**src/rtl/fdct_row.sv**
```systemverilog
// fdct_row: 8-point 1-D forward DCT, one MAC per cycle, shift-add constant products.
//
// Ports:
//   clk        single clock, rising edge
//   reset      synchronous active-high reset
//   in_data    signed sample x[n] (DW bits)
//   in_valid   in_data valid
//   in_ready   block accepts a sample this cycle (high while loading)
//   out_data   signed coefficient y[k] (DW+4 bits), rounded (S_k + 1024) >>> 11
//   out_valid  out_data valid, held until out_ready
//   out_ready  consumer accepts out_data this cycle
//   out_last   high with out_valid for k = 7
//
// Flow: LOAD collects 8 samples, CALC accumulates one coefficient over 8 cycles,
// OUT presents it; OUT returns to CALC for the next k or to LOAD after k = 7.
module fdct_row #(
  parameter int DW = 12,
  parameter int AW = DW + 16
) (
  input  logic                 clk,
  input  logic                 reset,
  input  logic signed [DW-1:0] in_data,
  input  logic                 in_valid,
  output logic                 in_ready,
  output logic signed [DW+3:0] out_data,
  output logic                 out_valid,
  input  logic                 out_ready,
  output logic                 out_last
);

  localparam int unsigned OW    = DW + 4;
  localparam int unsigned NPTS  = 8;
  localparam int unsigned SHIFT = 11;

  typedef enum logic [1:0] {
    LOAD = 2'd0,
    CALC = 2'd1,
    OUT  = 2'd2
  } state_t;

  state_t                state_q, state_d;
  logic [2:0]            cnt_q, cnt_d;
  logic [2:0]            k_q, k_d;
  logic [2:0]            n_q, n_d;
  logic [4:0]            phase_q, phase_d;
  logic signed [AW-1:0]  acc_q, acc_d;
  logic signed [DW-1:0]  x_q [NPTS];
  logic signed [DW-1:0]  x_d [NPTS];
  logic signed [OW-1:0]  out_data_q, out_data_d;
  logic                  in_ready_q, in_ready_d;
  logic                  out_valid_q, out_valid_d;
  logic                  out_last_q, out_last_d;

  // Coefficient selection and product
  logic [4:0]            fold1;
  logic [3:0]            m_idx;
  logic                  neg;
  logic signed [AW-1:0]  xs;
  logic signed [AW-1:0]  mag;
  logic signed [AW-1:0]  prod;
  logic signed [AW-1:0]  rnd;

  localparam logic signed [AW-1:0] HALF = AW'(1024);

  // phase_q tracks ((2n+1)*k) mod 32 incrementally: starts at k, steps by 2k.
  // Fold into the first quadrant index 0..8; m = 0 (k = 0) maps to 2048.
  always_comb begin
    fold1 = (phase_q > 5'd16) ? (5'd0 - phase_q) : phase_q;
    neg   = 1'b0;
    m_idx = fold1[3:0];
    if (fold1 > 5'd8) begin
      m_idx = 4'(5'd16 - fold1);
      neg   = 1'b1;
    end
  end

  // Shift-add constant multiply of the current sample by W(m_idx)
  always_comb begin
    xs = AW'(x_q[n_q]);
    case (m_idx)
      4'd1:    mag = (xs <<< 11) + (xs <<< 9) + (xs <<< 8) + (xs <<< 4) + (xs <<< 3) + xs;
      4'd2:    mag = (xs <<< 11) + (xs <<< 9) + (xs <<< 6) + (xs <<< 5) + (xs <<< 4) + (xs <<< 2);
      4'd3:    mag = (xs <<< 11) + (xs <<< 8) + (xs <<< 6) + (xs <<< 5) + (xs <<< 3);
      4'd5:    mag = (xs <<< 10) + (xs <<< 9) + (xs <<< 6) + (xs <<< 3) + xs;
      4'd6:    mag = (xs <<< 10) + (xs <<< 6) + (xs <<< 4) + (xs <<< 2);
      4'd7:    mag = (xs <<< 9) + (xs <<< 5) + (xs <<< 4) + (xs <<< 2) + xs;
      default: mag = (xs <<< 11);
    endcase
    prod = neg ? -mag : mag;
  end

  // Next-state and registered-output logic
  always_comb begin
    state_d    = state_q;
    cnt_d      = cnt_q;
    k_d        = k_q;
    n_d        = n_q;
    phase_d    = phase_q;
    acc_d      = acc_q;
    x_d        = x_q;
    out_data_d = out_data_q;
    rnd        = '0;

    case (state_q)
      LOAD: begin
        if (in_valid && in_ready_q) begin
          x_d[cnt_q] = in_data;
          cnt_d      = cnt_q + 3'd1;
          if (cnt_q == 3'd7) begin
            state_d = CALC;
            k_d     = 3'd0;
            n_d     = 3'd0;
            phase_d = 5'd0;
          end
        end
      end
      CALC: begin
        acc_d   = ((n_q == 3'd0) ? '0 : acc_q) + prod;
        n_d     = n_q + 3'd1;
        phase_d = phase_q + {1'b0, k_q, 1'b0};
        if (n_q == 3'd7) begin
          rnd        = acc_d + HALF;
          out_data_d = OW'(rnd >>> SHIFT);
          state_d    = OUT;
        end
      end
      OUT: begin
        if (out_ready) begin
          if (k_q == 3'd7) begin
            state_d = LOAD;
            cnt_d   = 3'd0;
            k_d     = 3'd0;
          end else begin
            state_d = CALC;
            k_d     = k_q + 3'd1;
            n_d     = 3'd0;
            phase_d = {2'b00, k_q} + 5'd1;
          end
        end
      end
      default: begin
        state_d = LOAD;
        cnt_d   = 3'd0;
      end
    endcase

    in_ready_d  = (state_d == LOAD);
    out_valid_d = (state_d == OUT);
    out_last_d  = (state_d == OUT) && (k_d == 3'd7);
  end

  // Control and datapath registers
  always_ff @(posedge clk) begin
    if (reset) begin
      state_q     <= LOAD;
      cnt_q       <= 3'd0;
      k_q         <= 3'd0;
      n_q         <= 3'd0;
      phase_q     <= 5'd0;
      acc_q       <= '0;
      out_data_q  <= '0;
      in_ready_q  <= 1'b1;
      out_valid_q <= 1'b0;
      out_last_q  <= 1'b0;
    end else begin
      state_q     <= state_d;
      cnt_q       <= cnt_d;
      k_q         <= k_d;
      n_q         <= n_d;
      phase_q     <= phase_d;
      acc_q       <= acc_d;
      out_data_q  <= out_data_d;
      in_ready_q  <= in_ready_d;
      out_valid_q <= out_valid_d;
      out_last_q  <= out_last_d;
    end
  end

  // Sample buffer; only ever read after being written during LOAD
  always_ff @(posedge clk) begin
    x_q <= x_d;
  end

  assign in_ready  = in_ready_q;
  assign out_data  = out_data_q;
  assign out_valid = out_valid_q;
  assign out_last  = out_last_q;

endmodule

```
**config.mk**
```make
export PLATFORM = sky130hd
export DESIGN_NAME = fdct_row
export DESIGN_NICKNAME = d
export VERILOG_FILES = /design/src/rtl/fdct_row.sv
export SDC_FILE = /design/constraint.sdc
export NUM_CORES = 1
export LEC_CHECK = 0
export CAP_MARGIN = 20
export CORE_MARGIN = 5
export CORE_UTILIZATION = 60
export CTS_BUF_LIST = sky130_fd_sc_hd__clkbuf_4 sky130_fd_sc_hd__clkbuf_8
export DETAILED_ROUTE_END_ITERATION = 8
export DONT_BUFFER_PORTS = 1
export PLACE_DENSITY = 0.76
export SETUP_SLACK_MARGIN = 0.5
export SYNTH_ARGS = -nofsm -noshare
export SYNTH_HDL_FRONTEND = slang
export SYNTH_SLANG_ARGS = --single-unit
export TNS_END_PERCENT = 5
```
**constraint.sdc**
```tcl
create_clock -name clk -period 14.3 [get_ports clk]
set_input_delay 2.86 -clock clk [delete_from_list [all_inputs] [get_ports clk]]
set_output_delay 2.86 -clock clk [all_outputs]
set_load 0.01 [all_outputs]
```
# --- After elaboration in Yosys (flattened, before gate mapping) ---
# Cells that the tools add are included.
word_totals:
  inputBits: 16
  reg_bits: 159
  latchBits: 0
  mem_bits_ro: 0
  mem_bits_rw: 0
  memories: 0
op_classes:
  muxes: 37
  bitwise: 3
  order_cmp: 5
  reduce_logical: 11
  addsub: 34
  multipliers: 0
  n_div: 0
  n_eq_ne: 18
  n_shift: 0
op_table:
  columns: ["cell", "n"]
  rows:
  - ["28-bit one-hot mux with 6 select lines", 1]
  - ["96-bit bitwise mux", 1]
  - ["28-bit two-way mux", 2]
  - ["26-bit by 15-bit adder with 27-bit output", 2]
  - ["25-bit by 17-bit adder with 26-bit output", 2]
  - ["24-bit by 18-bit adder with 25-bit output", 2]
  - ["12-bit binary-select mux with 3-bit select", 1]
  - ["12-bit demux with 3-bit select", 1]
  - ["12-bit two-way mux", 3]
  - ["3-bit two-way mux", 11]
  - ["27-bit by 12-bit adder with 28-bit output", 1]
  - ["27-bit by 14-bit adder with 28-bit output", 1]
  - ["28-bit adder", 1]
  - ["28-bit negation", 1]
  - ["26-bit by 16-bit adder with 27-bit output", 1]
  - ["27-bit by 12-bit adder with 27-bit output, second input constant", 1]
  - ["25-bit by 12-bit adder with 26-bit output", 1]
  - ["25-bit by 16-bit adder with 26-bit output", 1]
  - ["24-bit by 12-bit adder with 25-bit output", 1]
  - ["24-bit by 14-bit adder with 25-bit output", 1]
  - ["24-bit by 15-bit adder with 25-bit output", 1]
  - ["24-bit by 20-bit adder with 25-bit output", 1]
  - ["5-bit two-way mux", 5]
  - ["23-bit by 14-bit adder with 24-bit output", 1]
  - ["40 further kinds", 64]

# --- Longest topological paths before layout ---
logic_depth:
  depth_word: 14
  depth_mapped: 41
  ltp_nobuf: 40

# --- Worst setup path after synthesis ---
# Ideal clock, no wire load.
synth_path:
  kind: "reg2reg"
  from: "register n_q[0]"
  to: "register out_data_q[15], in the netlist out_data[15]"
  stages_incl_launch_ff: 41
  period_less_slack_ns: 10.312
  setup_slack_ns: 3.988
  t_arrival_ns: 10.196
  setup_time_ns: 0.116
  path_cell_list: "dfxtp_1 clkbuf_1 buf_2 mux4_2 mux2i_1 inv_1 fa_1 a21oi_1 nor2_1 nor2_1 xnor2_1 inv_1 fa_1 inv_1 ha_1 ha_1 ha_1 nor3_1 (+5 left out) or4_1 inv_1 nand2_1 nand2_1 xor2_1 ha_1 clkbuf_1 and3_1 a21o_1 a211o_1 a211o_1 a41oi_1 or3_1 a21oi_1 a21oi_1 o2111ai_2 or2_1 o211a_1"
synth_between:
  elab_chain_cells: 14
synth_lines:
  columns: ["element", "line", "source"]
  rows:
  - ["from (decl)", "44", "logic [2:0] n_q, n_d;"]
  - ["from (signal assigned)", "169", "n_q <= n_d;"]
  - ["3-bit NOT with 4-bit output (not written as such)", "79", "xs = AW'(x_q[n_q]);"]
  - ["12-bit binary-select mux with 3-bit select", "79", null]
  - ["12-bit two-way mux (not written as such) (2 in a row)", "79", null]
  - ["23-bit by 21-bit adder with 24-bit output", "81, 82", null]
  - ["24-bit by 18-bit adder with 25-bit output or 24-bit by 20-bit adder with 25-bit output (tied branches)", "82, 81", null]
  - ["25-bit by 17-bit adder with 26-bit output or 25-bit by 16-bit adder with 26-bit output (tied branches)", "82, 81", null]
  - ["26-bit by 16-bit adder with 27-bit output or 26-bit by 15-bit adder with 27-bit output (tied branches)", "82, 81", null]
  - ["27-bit by 14-bit adder with 28-bit output or 27-bit by 12-bit adder with 28-bit output (tied branches)", "82, 81", null]
  - ["28-bit one-hot mux with 6 select lines", "80", "case (m_idx)"]
  - ["28-bit negation", "89", "prod = neg ? -mag : mag;"]
  - ["28-bit two-way mux", "89", null]
  - ["28-bit adder", "118", "acc_d = ((n_q == 3'd0) ? '0 : acc_q) + prod;"]
  - ["27-bit by 12-bit adder with 27-bit output", "122", "rnd = acc_d + HALF;"]
  - ["to (signal assigned)", "172", "out_data_q <= out_data_d;"]
  - ["to (decl)", "49", "logic signed [OW-1:0] out_data_q, out_data_d;"]
# Several ways; a longest one is shown, not always the timed one. The select of a mux whose other input is x is not followed.
# A chain may end at the register's enable or synchronous reset.

# --- Worst setup path in the final report ---
layout_path:
  from: "register n_q[1]"
  to: "register out_data_q[15], in the netlist out_data[15]"
# The elaborated chain is that of the path after synthesis.

==> out/results.ini <==
[critical_path]
worstPathMaxFanout = 29
crit_path_top_delay_cell = a2111oi_0
crit_type = register to register
cp_data_required_time_ns = 14.70
max_stage_delay_ns = 0.88
endpoint_kind = register
start_kind = register
arrival_ns = 11.39
cpMostUsedCell = a21oi_1

[floorplanning]
rows = 66
die_x_um = 191
die_area_um2 = 36500
initial_core_util_pct = 60.5
core_um2 = 32500
die_y_um = 191
io_pins = 35

[run_status]
status = finished, final reports clean

[route]
dr.pass1.iters = 5
wirelength_um = 54100
drc = 0
drtIter0Drc = 1200
wl_per_cell_um = 21.3
ant_nets = 0
route.vias.total = 15917
vias_per_cell = 6.28

[placed_design]
gp_congestion = 0.996
placed_area_um2 = 20200
port_buffers = 0
hpwl_um = 41900

[timing]
tns_ns = 0
max_slew_margin_pct = 16.7
max_slew.worst_pin.slew_ns = 1.24
finalSetupViolations = 0
skew_ns = 0.0204
maxSlewViolCount = 0
finalCritPeriodShare_pct = 76.9
fmax_ghz = 0.0910
grt_setup_unrepaired = no
final-hold-violation-count = 0
fin_crit_ns = 10.99

[job]
maxCapViolations = 0

[pwr]
power_frac_comb_pct = 68.3
swShare_pct = 48.3
p_int_uw = 1400
irDropWorstVdd_uv = 119
p_sw_uw = 1310
p_per_area_nw_per_um2 = 131
fin_total_pwr_uw = 2710
sequentialPowerShare_pct = 18.1
leakage_uw = 0.00892
power_frac_clock_pct = 13.6

[logic_synthesis]
synth_seq_cells = 158
synth_common_cells = ha_1 (260), inv_1 (229), nor2_1 (142), fa_1 (138), a21oi_1 (117)
syn_avg_cell_area_um2 = 9.43
synth-edff-count = 96
synth_top_area_share_pct = 16.6
yosysSeqAreaShare_pct = 21.0
yosysWarnings = 0
ys_types = 94
ys_async_sr_fraction_pct = 0
synthesis.nets = 2497
yosysTopAreaCell = ha_1
yosysMostFrequentCell = ha_1
synth_flop_cell = edfxtp_1
postSynthCellCount = 2083
syn_area_um2 = 19600
yosys-top-cells-area = ha_1 (17%), edfxtp_1 (15%), fa_1 (14%), dfxtp_1 (6.3%), inv_1 (4.4%)

[finish]
drive_gt1_share_pct = 6.88
postLayoutCellArea_um2 = 20700
nets = 2495
diodes = 0
syn_to_final_growth_pct = 5.27

[global_route]
grt_max_degree = 60
overflow = 0
grt_pass1_wl_um = 85900
track_usage_pct = 30.2
antenna_found_initial = 0
grt_pass1_vias = 15949

[clocking]
cts_buffers = 17
ctsHoldBuffers = 0
post-cts-setup-buffer-count = 0
numClockSinks = 158
clock_path_buffers = 2
cts_tree = done
cts_resized = 0
clk_latency_ns = 0.50
h-tree-depth = 4
clk_pin_slew_ns = 0.10
ctsRootBufferMaster = clkbuf_8

[min_path]
hold_class = register to register

## stage by stage
stage	utilization, %	instances	worst slack [ns]	hold WS, ns
after floorplan	-	2083	3.99	0.436
after global placement	62.3	2501	3.27	0.439
after detailed placement	62.4	2502	3.12	0.448
after CTS	63.7	2533	3.09	0.462
after global routing	63.7	2535	2.67	0.501
final	63.7	2535	3.31	0.466
## path summary, 6_finish.rpt
kind,from,to,slack [ns],depth (start not counted)
worst max-delay path,n_q[1],out_data[15],3.31,40
worst min-delay path,acc_q[4],acc_q[4],0.47,2
worst max register to register,n_q[1],out_data[15],3.31,40
worst min register to register,acc_q[4],acc_q[4],0.47,2
## area by class of cell
type	count	area, µm²
timing repair buffer	35	264
fill	2711	11800
sequential	158	4120
clock inverter	14	198
inverter	229	860
clock buffer	17	234
tap	442	553
multi-input combinational	1640	14400
## registers in the layout, indices dropped and copies added (netlist names)
name / cells
acc_q: 27
state_q: 2
cnt_q: 3
out_valid: 1
out_data: 16
phase_q: 5
out_last: 1
k_q: 3
in_ready: 1
x_q: 96
n_q: 3
## power by group through the flow
| stage | clock network, µW | registers [µW] | logic (µW) |
|---|---|---|---|
| floorplan | 0 | 500 | 1350 |
| global placement | 0 | 500 | 1770 |
| detailed placement | 0 | 501 | 1800 |
| CTS | 375 | 490 | 1810 |
| global route | 394 | 491 | 2030 |
| finish | 367 | 490 | 1850 |
## metal layers
| metal | up-vias | track usage [%] | share of wire, % |
|---|---|---|---|
| met1 | 7698 | 39.1 | 42 |
| li1 | 7530 | - | - |
| met2 | 552 | 49.8 | 47 |
| met3 | 137 | 4.95 | 6.0 |
| met5 | - | 0 | 0 |
| met4 | 0 | 14.1 | 5.3 |
## cell families after synthesis
logic type | synth area share (%)
and+or+nand+nor | 13.7
muxes | 5.06
adders and majority gates | 30.6
AOI/OAI and AO/OA | 17.7
buffers and inverters | 5.56
DFF | 21.0
xor gates and xnor gates | 6.37
## critical path: cells and delay by family (launching register included)
family | cells | cell delay [ns]
simple gates | 9 | 2.02
compound gates | 14 | 3.27
fa+ha+maj | 7 | 2.55
buf+inv | 5 | 1.11
flops | 1 | 0.31
xor+xnor | 3 | 0.48
mux | 2 | 1.13
## placed cells by master, fill, tap and decap left out, drive strengths merged, types with 10 or more instances in the layout
cell / instances
a211o: 10
o211ai: 23
nor3: 26
nand3: 33
mux4: 22
nand4: 24
dfxtp: 62
edfxtp: 96
or3: 18
mux2i: 37
o21ai: 95
o21a: 15
nor2: 143
nor2b: 25
xor2: 57
o22ai: 11
xnor2: 86
o2111ai: 14
clkbuf: 18
nand2: 114
a22oi: 15
mux2: 11
buf: 34
nand2b: 28
a21oi: 117
fa: 138
and2: 38
and3: 13
o21bai: 20
a21o: 42
ha: 260
a31oi: 18
a211oi: 39
or2: 12
inv: 237
No activity file was read; power rests on OpenSTA's default activity.
